===== config.mk =====
export PLATFORM = sky130hd
export DESIGN_NAME = fft_frame_packer
export DESIGN_NICKNAME = d
export VERILOG_FILES = /design/src/rtl/fft_frame_packer_pkg.sv /design/src/rtl/fft_frame_bank.sv /design/src/rtl/fft_frame_packer.sv
export SDC_FILE = /design/constraint.sdc
export NUM_CORES = 2
export LEC_CHECK = 0
export CAP_MARGIN = 25
export CORE_MARGIN = 8
export CORE_UTILIZATION = 40
export DETAILED_ROUTE_END_ITERATION = 8
export PLACE_DENSITY_LB_ADDON = 0.25
export SYNTH_ARGS = -nofsm -noshare
export SYNTH_HDL_FRONTEND = slang
export SYNTH_SLANG_ARGS = --single-unit

===== constraint.sdc =====
create_clock -name clk -period 92.2 [get_ports clk]
set_input_delay 18.44 -clock clk [delete_from_list [all_inputs] [get_ports clk]]
set_output_delay 18.44 -clock clk [all_outputs]
set_load 0.02 [all_outputs]

===== src/rtl/fft_frame_packer_pkg.sv =====
// Shared FFT framing constants, read-side state encoding and the bit-reversal helper
// used by both the FFT core and the frame packer.
package fft_frame_packer_pkg;

  localparam int FFT_N     = 16;
  localparam int FFT_LOG2N = 4;
  localparam int FFT_DW    = 32;

  typedef enum logic [1:0] {
    R_IDLE  = 2'd0,
    R_VALID = 2'd1,
    R_HOLD  = 2'd2
  } rstate_e;

  function automatic logic [FFT_LOG2N-1:0] bitrev4(input logic [FFT_LOG2N-1:0] idx);
    logic [FFT_LOG2N-1:0] r;
    for (int b = 0; b < FFT_LOG2N; b++) r[b] = idx[FFT_LOG2N-1-b];
    return r;
  endfunction

endpackage


===== src/rtl/fft_frame_bank.sv =====
// One half of the ping-pong frame store: 16 bins, single write port,
// every bin visible in parallel, cleared by reset.
module fft_frame_bank
  import fft_frame_packer_pkg::*;
#(
  parameter int DW = FFT_DW
) (
  input  logic                       clk,
  input  logic                       rst,
  input  logic                       we_i,
  input  logic [FFT_LOG2N-1:0]       waddr_i,
  input  logic [DW-1:0]              wdata_i,
  output logic [FFT_N-1:0][DW-1:0]   rdata_o
);

  logic [FFT_N-1:0][DW-1:0] mem_q;

  always_ff @(posedge clk or posedge rst) begin
    if (rst) begin
      mem_q <= '0;
    end else if (we_i) begin
      mem_q[waddr_i] <= wdata_i;
    end
  end

  assign rdata_o = mem_q;

endmodule


===== src/rtl/fft_frame_packer.sv =====
// Reorders a serial bit-reversed FFT bin stream into natural-order 16-bin frames and
// hands them to the analyzer; the write bank fills while the read bank is being analysed.
module fft_frame_packer
  import fft_frame_packer_pkg::*;
#(
  parameter int DW     = FFT_DW,
  parameter bit BITREV = 1'b1
) (
  input  logic          clk,
  input  logic          rst,
  input  logic          in_valid,
  input  logic [DW-1:0] in_data,
  output logic          in_ready,
  input  logic          done,
  output logic          fft_valid,
  output logic [DW-1:0] fft_d0,
  output logic [DW-1:0] fft_d1,
  output logic [DW-1:0] fft_d2,
  output logic [DW-1:0] fft_d3,
  output logic [DW-1:0] fft_d4,
  output logic [DW-1:0] fft_d5,
  output logic [DW-1:0] fft_d6,
  output logic [DW-1:0] fft_d7,
  output logic [DW-1:0] fft_d8,
  output logic [DW-1:0] fft_d9,
  output logic [DW-1:0] fft_d10,
  output logic [DW-1:0] fft_d11,
  output logic [DW-1:0] fft_d12,
  output logic [DW-1:0] fft_d13,
  output logic [DW-1:0] fft_d14,
  output logic [DW-1:0] fft_d15,
  output logic [7:0]    frame_cnt,
  output logic          overrun
);

  rstate_e              state_q, state_d;
  logic [FFT_LOG2N-1:0] wr_cnt_q, wr_cnt_d;
  logic                 wfull_q, wfull_d;
  logic                 wsel_q, rsel_q;
  logic [7:0]           frame_cnt_q;
  logic                 overrun_q, overrun_d;
  logic                 hs, swap;
  logic [FFT_LOG2N-1:0] waddr;

  logic [FFT_N-1:0][DW-1:0] rd0, rd1, frame;

  assign in_ready = !wfull_q;
  assign hs       = in_valid && !wfull_q;
  assign waddr    = BITREV ? bitrev4(wr_cnt_q) : wr_cnt_q;

  fft_frame_bank #(.DW(DW)) u_bank0 (
    .clk     (clk),
    .rst     (rst),
    .we_i    (hs && !wsel_q),
    .waddr_i (waddr),
    .wdata_i (in_data),
    .rdata_o (rd0)
  );

  fft_frame_bank #(.DW(DW)) u_bank1 (
    .clk     (clk),
    .rst     (rst),
    .we_i    (hs && wsel_q),
    .waddr_i (waddr),
    .wdata_i (in_data),
    .rdata_o (rd1)
  );

  // swap hands the freshly filled bank to the reader in the same edge the FSM enters R_VALID
  always_comb begin
    state_d = state_q;
    swap    = 1'b0;
    case (state_q)
      R_IDLE: begin
        if (wfull_q) begin
          swap    = 1'b1;
          state_d = R_VALID;
        end
      end
      R_VALID: state_d = R_HOLD;
      R_HOLD: begin
        if (done) begin
          if (wfull_q) begin
            swap    = 1'b1;
            state_d = R_VALID;
          end else begin
            state_d = R_IDLE;
          end
        end
      end
      default: state_d = R_IDLE;
    endcase
  end

  always_comb begin
    wr_cnt_d  = hs ? wr_cnt_q + 1'b1 : wr_cnt_q;
    wfull_d   = wfull_q;
    if (swap) begin
      wfull_d = 1'b0;
    end else if (hs && (wr_cnt_q == FFT_LOG2N'(FFT_N - 1))) begin
      wfull_d = 1'b1;
    end
    overrun_d = overrun_q || (done && (state_q == R_IDLE || state_q == R_VALID));
  end

  always_ff @(posedge clk or posedge rst) begin
    if (rst) begin
      state_q     <= R_IDLE;
      wr_cnt_q    <= '0;
      wfull_q     <= 1'b0;
      wsel_q      <= 1'b0;
      rsel_q      <= 1'b1;
      frame_cnt_q <= '0;
      overrun_q   <= 1'b0;
    end else begin
      state_q   <= state_d;
      wr_cnt_q  <= wr_cnt_d;
      wfull_q   <= wfull_d;
      overrun_q <= overrun_d;
      if (swap) begin
        wsel_q      <= ~wsel_q;
        rsel_q      <= ~rsel_q;
        frame_cnt_q <= frame_cnt_q + 8'd1;
      end
    end
  end

  assign frame     = rsel_q ? rd1 : rd0;
  assign fft_valid = (state_q == R_VALID);
  assign frame_cnt = frame_cnt_q;
  assign overrun   = overrun_q;

  assign fft_d0  = frame[0];
  assign fft_d1  = frame[1];
  assign fft_d2  = frame[2];
  assign fft_d3  = frame[3];
  assign fft_d4  = frame[4];
  assign fft_d5  = frame[5];
  assign fft_d6  = frame[6];
  assign fft_d7  = frame[7];
  assign fft_d8  = frame[8];
  assign fft_d9  = frame[9];
  assign fft_d10 = frame[10];
  assign fft_d11 = frame[11];
  assign fft_d12 = frame[12];
  assign fft_d13 = frame[13];
  assign fft_d14 = frame[14];
  assign fft_d15 = frame[15];

endmodule


# Word-level counts from Yosys, hierarchy flattened
# Cells that the tools add are included.
# Widths: inputs -> output; s select.
[word_totals] register_bits=1042 latch_bits=0 ram_bits=0 romBits=0 output_inout_bits=523 elab_cells=77 n_memories=0
[classes] addsub=2 mul=0 div_mod_pow=0 order_cmp=2 n_eq_ne=5 shifts=0 muxes=14 bitwise_logic=2 reduce_logical=13
[ops] op="$bwmux 512" count=2
[ops] op="$mux 512" count=1
[ops] op="$demux 32 s4" count=1
[ops] op="$mux 32" count=1
[ops] op="$add 8x1->8 const B" count=1
[ops] op="$logic_and 1x1->1" count=6
[ops] op="$pmux 2 s3" count=1
[ops] op="$lt 4x5->1 const B" count=1
[ops] op="$mux 1" count=5
[ops] op="$add 4x1->4 const B" count=1
[ops] op="$eq 4x4->1 const B" count=1
[ops] op="$ge 4x1->1 const B" count=1
[ops] op="$mux 2" count=2
[ops] op="$ne 2x2->1 const B" count=2
[ops] op="$eq 2x1->1 const B" count=1
[ops] op="$eq 2x2->1 const B" count=1
[ops] op="$logic_not 1->1" count=2
[ops] op="$logic_not 2->1" count=1
[ops] op="$logic_or 1x1->1" count=2
[ops] op="$not 1->1" count=2
[ops] op="$pmux 1 s2" count=1
[ops] op="$reduce_and 2->1" count=1
[ops] op="$reduce_bool 2->1" count=1

# Longest topological paths before layout
[logic_depth] depth_word=5 mapped_depth=7 ltp_nobuf=5

# Hierarchy
# Synthesis repeated with hierarchy kept, for this count alone.
[hier_totals] hier_cells=2901 area_unflattened_um2=45379.8
[modules_own_cells] module="fft_frame_bank (u_bank1)" n_inst=1 cells_each=1135 area_each_um2=19127.1 seq_area_each_um2=12812.3
[modules_own_cells] module="fft_frame_bank (u_bank0)" n_inst=1 cells_each=1135 area_each_um2=19112.1 seq_area_each_um2=12812.3
[modules_own_cells] module="fft_frame_packer" n_inst=1 cells_each=631 area_each_um2=7140.6 seq_area_each_um2=451.7

# Worst setup path before layout
# Ideal clock, no wire load.
[synth_path] path_kind="register -> output" start="register rsel_q" end="output port fft_d13[16]" arrival_ns=1.809 required_time_ns=73.760 path_slack_ns=71.951 path_stages_with_launch=5 n_path_buf=3 cell_sequence="dfstp_2 -> clkbuf_1 -> clkbuf_1 -> clkbuf_1 -> mux2_2"
[synth_between] elab_chain_cells=1
[synth_rtl] element="start, declared" line="fft_frame_packer.sv:39" rtl="logic wsel_q, rsel_q;"
[synth_rtl] element="start signal, assigned" line="fft_frame_packer.sv:122" rtl="rsel_q <= ~rsel_q;"
[synth_rtl] element="$mux 512" line="fft_frame_packer.sv:128" rtl="assign frame = rsel_q ? rd1 : rd0;"
[synth_rtl] element="end, declared" line="fft_frame_packer.sv:29" rtl="output logic [DW-1:0] fft_d13,"
# Every way passes these cells.

# Final worst setup path
[layout_path] start="register rsel_q" end="output port fft_d11[19]"
[layout_between] elab_chain_cells=1
[layout_rtl] element="$mux 512" line="fft_frame_packer.sv:128"
[layout_rtl] element="end, declared" line="fft_frame_packer.sv:27" rtl="output logic [DW-1:0] fft_d11,"
# Every way passes these cells.

==> flow_summary.ini <==
[outcome]
outcome = finished, final reports clean

[die]
die-area_um2 = 124000
core_region_area_um2 = 112000
die_h_um = 352
pin_count = 559
initial_core_util_pct = 40.2
die_x_um = 352
rows = 123

[setup_path]
r2r_cells = 5
crit_required_ns = 73.76
critPathMaxFanout = 71
path_class = flip-flop to primary output
crit_path_end_kind = primary output
crit_arrival_ns = 5.08
setup.worst_path.start_class = flip-flop
r2r_end = u_bank1.rdata_o[366]
r2r_setup_slack_ns = 89.00
r2r-start = wfull_q

[route]
drt-total-wl_um = 133000
drt_iter0_drc = 1645
vias = 26000
drc_errors = 0
wl_per_cell_um = 26.4
first_pass_iters = 5
ant_nets = 0
vias_per_cell = 5.18

[synth]
yosysTopAreaCell = dfrtp_1
synth_seq_cells = 1042
synth_area_leaders = dfrtp_1, mux2_2, clkbuf_1
ys.warnings.count = 0
synth_cell_types = 30
ys_seq_area_share_pct = 57.7
synthesis.nets = 2979
synth_top_area_share_pct = 57.6
synth_area_um2 = 45200
synthCells = 2938
avgSynthCellArea_um2 = 15.4

[clocking]
clockBufferDepth = 3
cts_resized = 0
clock_latency_ns = 0.69
cts_buffers = 110
clk_pin_slew_worst_paths_ns = 0.06
tritoncts = done
clkSinkCount = 1042
hold_buffers = 0
h-tree-depth = 3
cts_setup_buffers = 0
cts_root_buffer = clkbuf_16

[place]
placed_area_um2 = 52200
port_buffers = 558
dp.cells = 4812
gp_congestion = 0.743
dpl.hpwl_um = 86500

[global_routing]
antenna_found_initial = 1
grt_usage_pct = 20.9
grt_overflow_total = 0
grt_max_degree = 156
grt_pass1_wl_um = 197000
first_global_vias = 27600

[final_layout]
final_cells = 5019
syn2layout_area_growth_pct = 24.0
drive_above_1_share_pct = 51.8
nets = 3467
utilization_pct = 49.9
finalInstanceArea_um2 = 56000
n_fill_cell = 9633

[worst_hold_path]
worst_hold_startpoint = state_q[0]
hold_end = state_q[1]
hold_class = flip-flop to flip-flop
min_path_cells = 1

[sta]
min_period_ns = 23.52
rsz0062_at_grt = no
hold_violations = 0
finClkSkew_ns = 0.0139
period_share_pct = 25.5
slew_headroom_pct = 32.0
final_max_slew_viol_count = 0
tightest_slew_ns = 1.02
fin_setup_tns_ns = 0
setup_viol = 0
timing.fmax_mhz = 42.5

[pwr]
p_leak_nw = 25.4
p_per_area_nw_per_um2 = 40.3
peakVddDrop_uv = 24.5

[flow_run]
drv_cap = 0
==> Yosys cell counts <==
cell type  count
a21o_1         1
a21oi_1        1
and2_1         7
buf_2         68
buf_4         12
buf_6         21
clkbuf_1     157
clkbuf_2       3
dfrtp_1     1041
dfstp_2        1
ha_1           5
inv_1          6
mux2_1        18
mux2_2      1518
nand2_1       23
nand2b_1       3
nand3_1        6
nand3b_1       1
nand4_1        2
nor2_1        16
nor2b_1        3
nor3_1         5
nor3_2         1
nor4_1         3
nor4_2         1
o21ai_0        1
o21bai_1       1
or3b_1         1
xnor2_1        7
xor2_1         5
==> layout make-up <==
cell class	count	area [um2]	area share, %
sequential	1042	26100	46.5
inverter	6	30.0	0.0536
clock buffer	166	3330	5.94
antenna	1	2.50	0.00446
tap	1500	1880	3.35
clock inverter	38	494	0.882
multi-input combinational	1629	18000	32.1
timing repair buffer	637	6250	11.1
==> worst max-delay path, stage by stage (launching register included) <==
cell and delay, ns:
dfstp_4 0.98, buf_4 0.66, buf_4 0.88, buf_4 0.77
mux2_2 0.41, clkdlybuf4s50_1 0.55
==> sequential cells by signal (all words and copies together), names as in the netlist <==
name             count
u_bank0.rdata_o    512
u_bank1.rdata_o    512
frame_cnt            8
wr_cnt_q             4
state_q              2
overrun              1
rsel_q               1
wfull_q              1
wsel_q               1
==> layer usage <==
metal  wire length [um]  GRT usage (%)  part of all wire (%)
met5                  0              0                     0
met2              62600           33.7                    47
met1              58700           27.9                    44
met3               7410           5.29                   5.6
met4               3920           6.07                   3.0
==> power by group <==
group | leakage [nW] | total, mW | switching, mW | internal (mW)
clock | 1.88 | 0.463 | 0.184 | 0.279
combinational | 10.0 | 1.03 | 0.493 | 0.539
sequential | 13.5 | 0.766 | 0.107 | 0.658
total | 25.4 | 2.26 | 0.784 | 1.48
==> worst max path at each step <==
stage | start | end | slack, ns
global placement | rsel_q | fft_d2[16] | 68.94
detailed placement | rsel_q | fft_d3[14] | 68.95
global route | rsel_q | fft_d2[28] | 68.40
finish | rsel_q | fft_d11[19] | 68.68
floorplan | rst | frame_cnt[0] | 44.43
CTS | rsel_q | fft_d5[12] | 68.18
==> metrics by stage <==
step	hold WS (ns)	total power [mW]	setup slack, ns
after CTS	0.466	2.29	68.18
after floorplan	0.434	1.36	44.43
after global routing	0.492	2.37	68.40
after global placement	0.449	1.80	68.94
final	0.469	2.26	68.68
after detailed placement	0.458	1.81	68.95
==> cells by family after synthesis <==
kind of cell	synth area share (%)
xor+xnor	0.232
flops	57.7
simple gates	0.780
buf+inv	2.86
fa+ha+maj	0.138
compound gates	0.0553
mux	38.3
==> layout by cell type (no fill, tap or decap), drive strengths merged, types with 2 or more instances in the layout <==
| cell | instances |
|---|---|
| mux2 | 1536 |
| dfrtp | 1041 |
| clkdlybuf4s50 | 550 |
| clkbuf | 166 |
| buf | 87 |
| nand2 | 23 |
| clkinv | 19 |
| nor2 | 16 |
| bufinv | 11 |
| inv | 10 |
| and2 | 7 |
| xnor2 | 7 |
| nand3 | 6 |
| nor3 | 6 |
| xor2 | 5 |
| ha | 5 |
| clkinvlp | 4 |
| nor4 | 4 |
| nand2b | 3 |
| nor2b | 3 |
| nand4 | 2 |
Power figures use the tool's default switching activity.
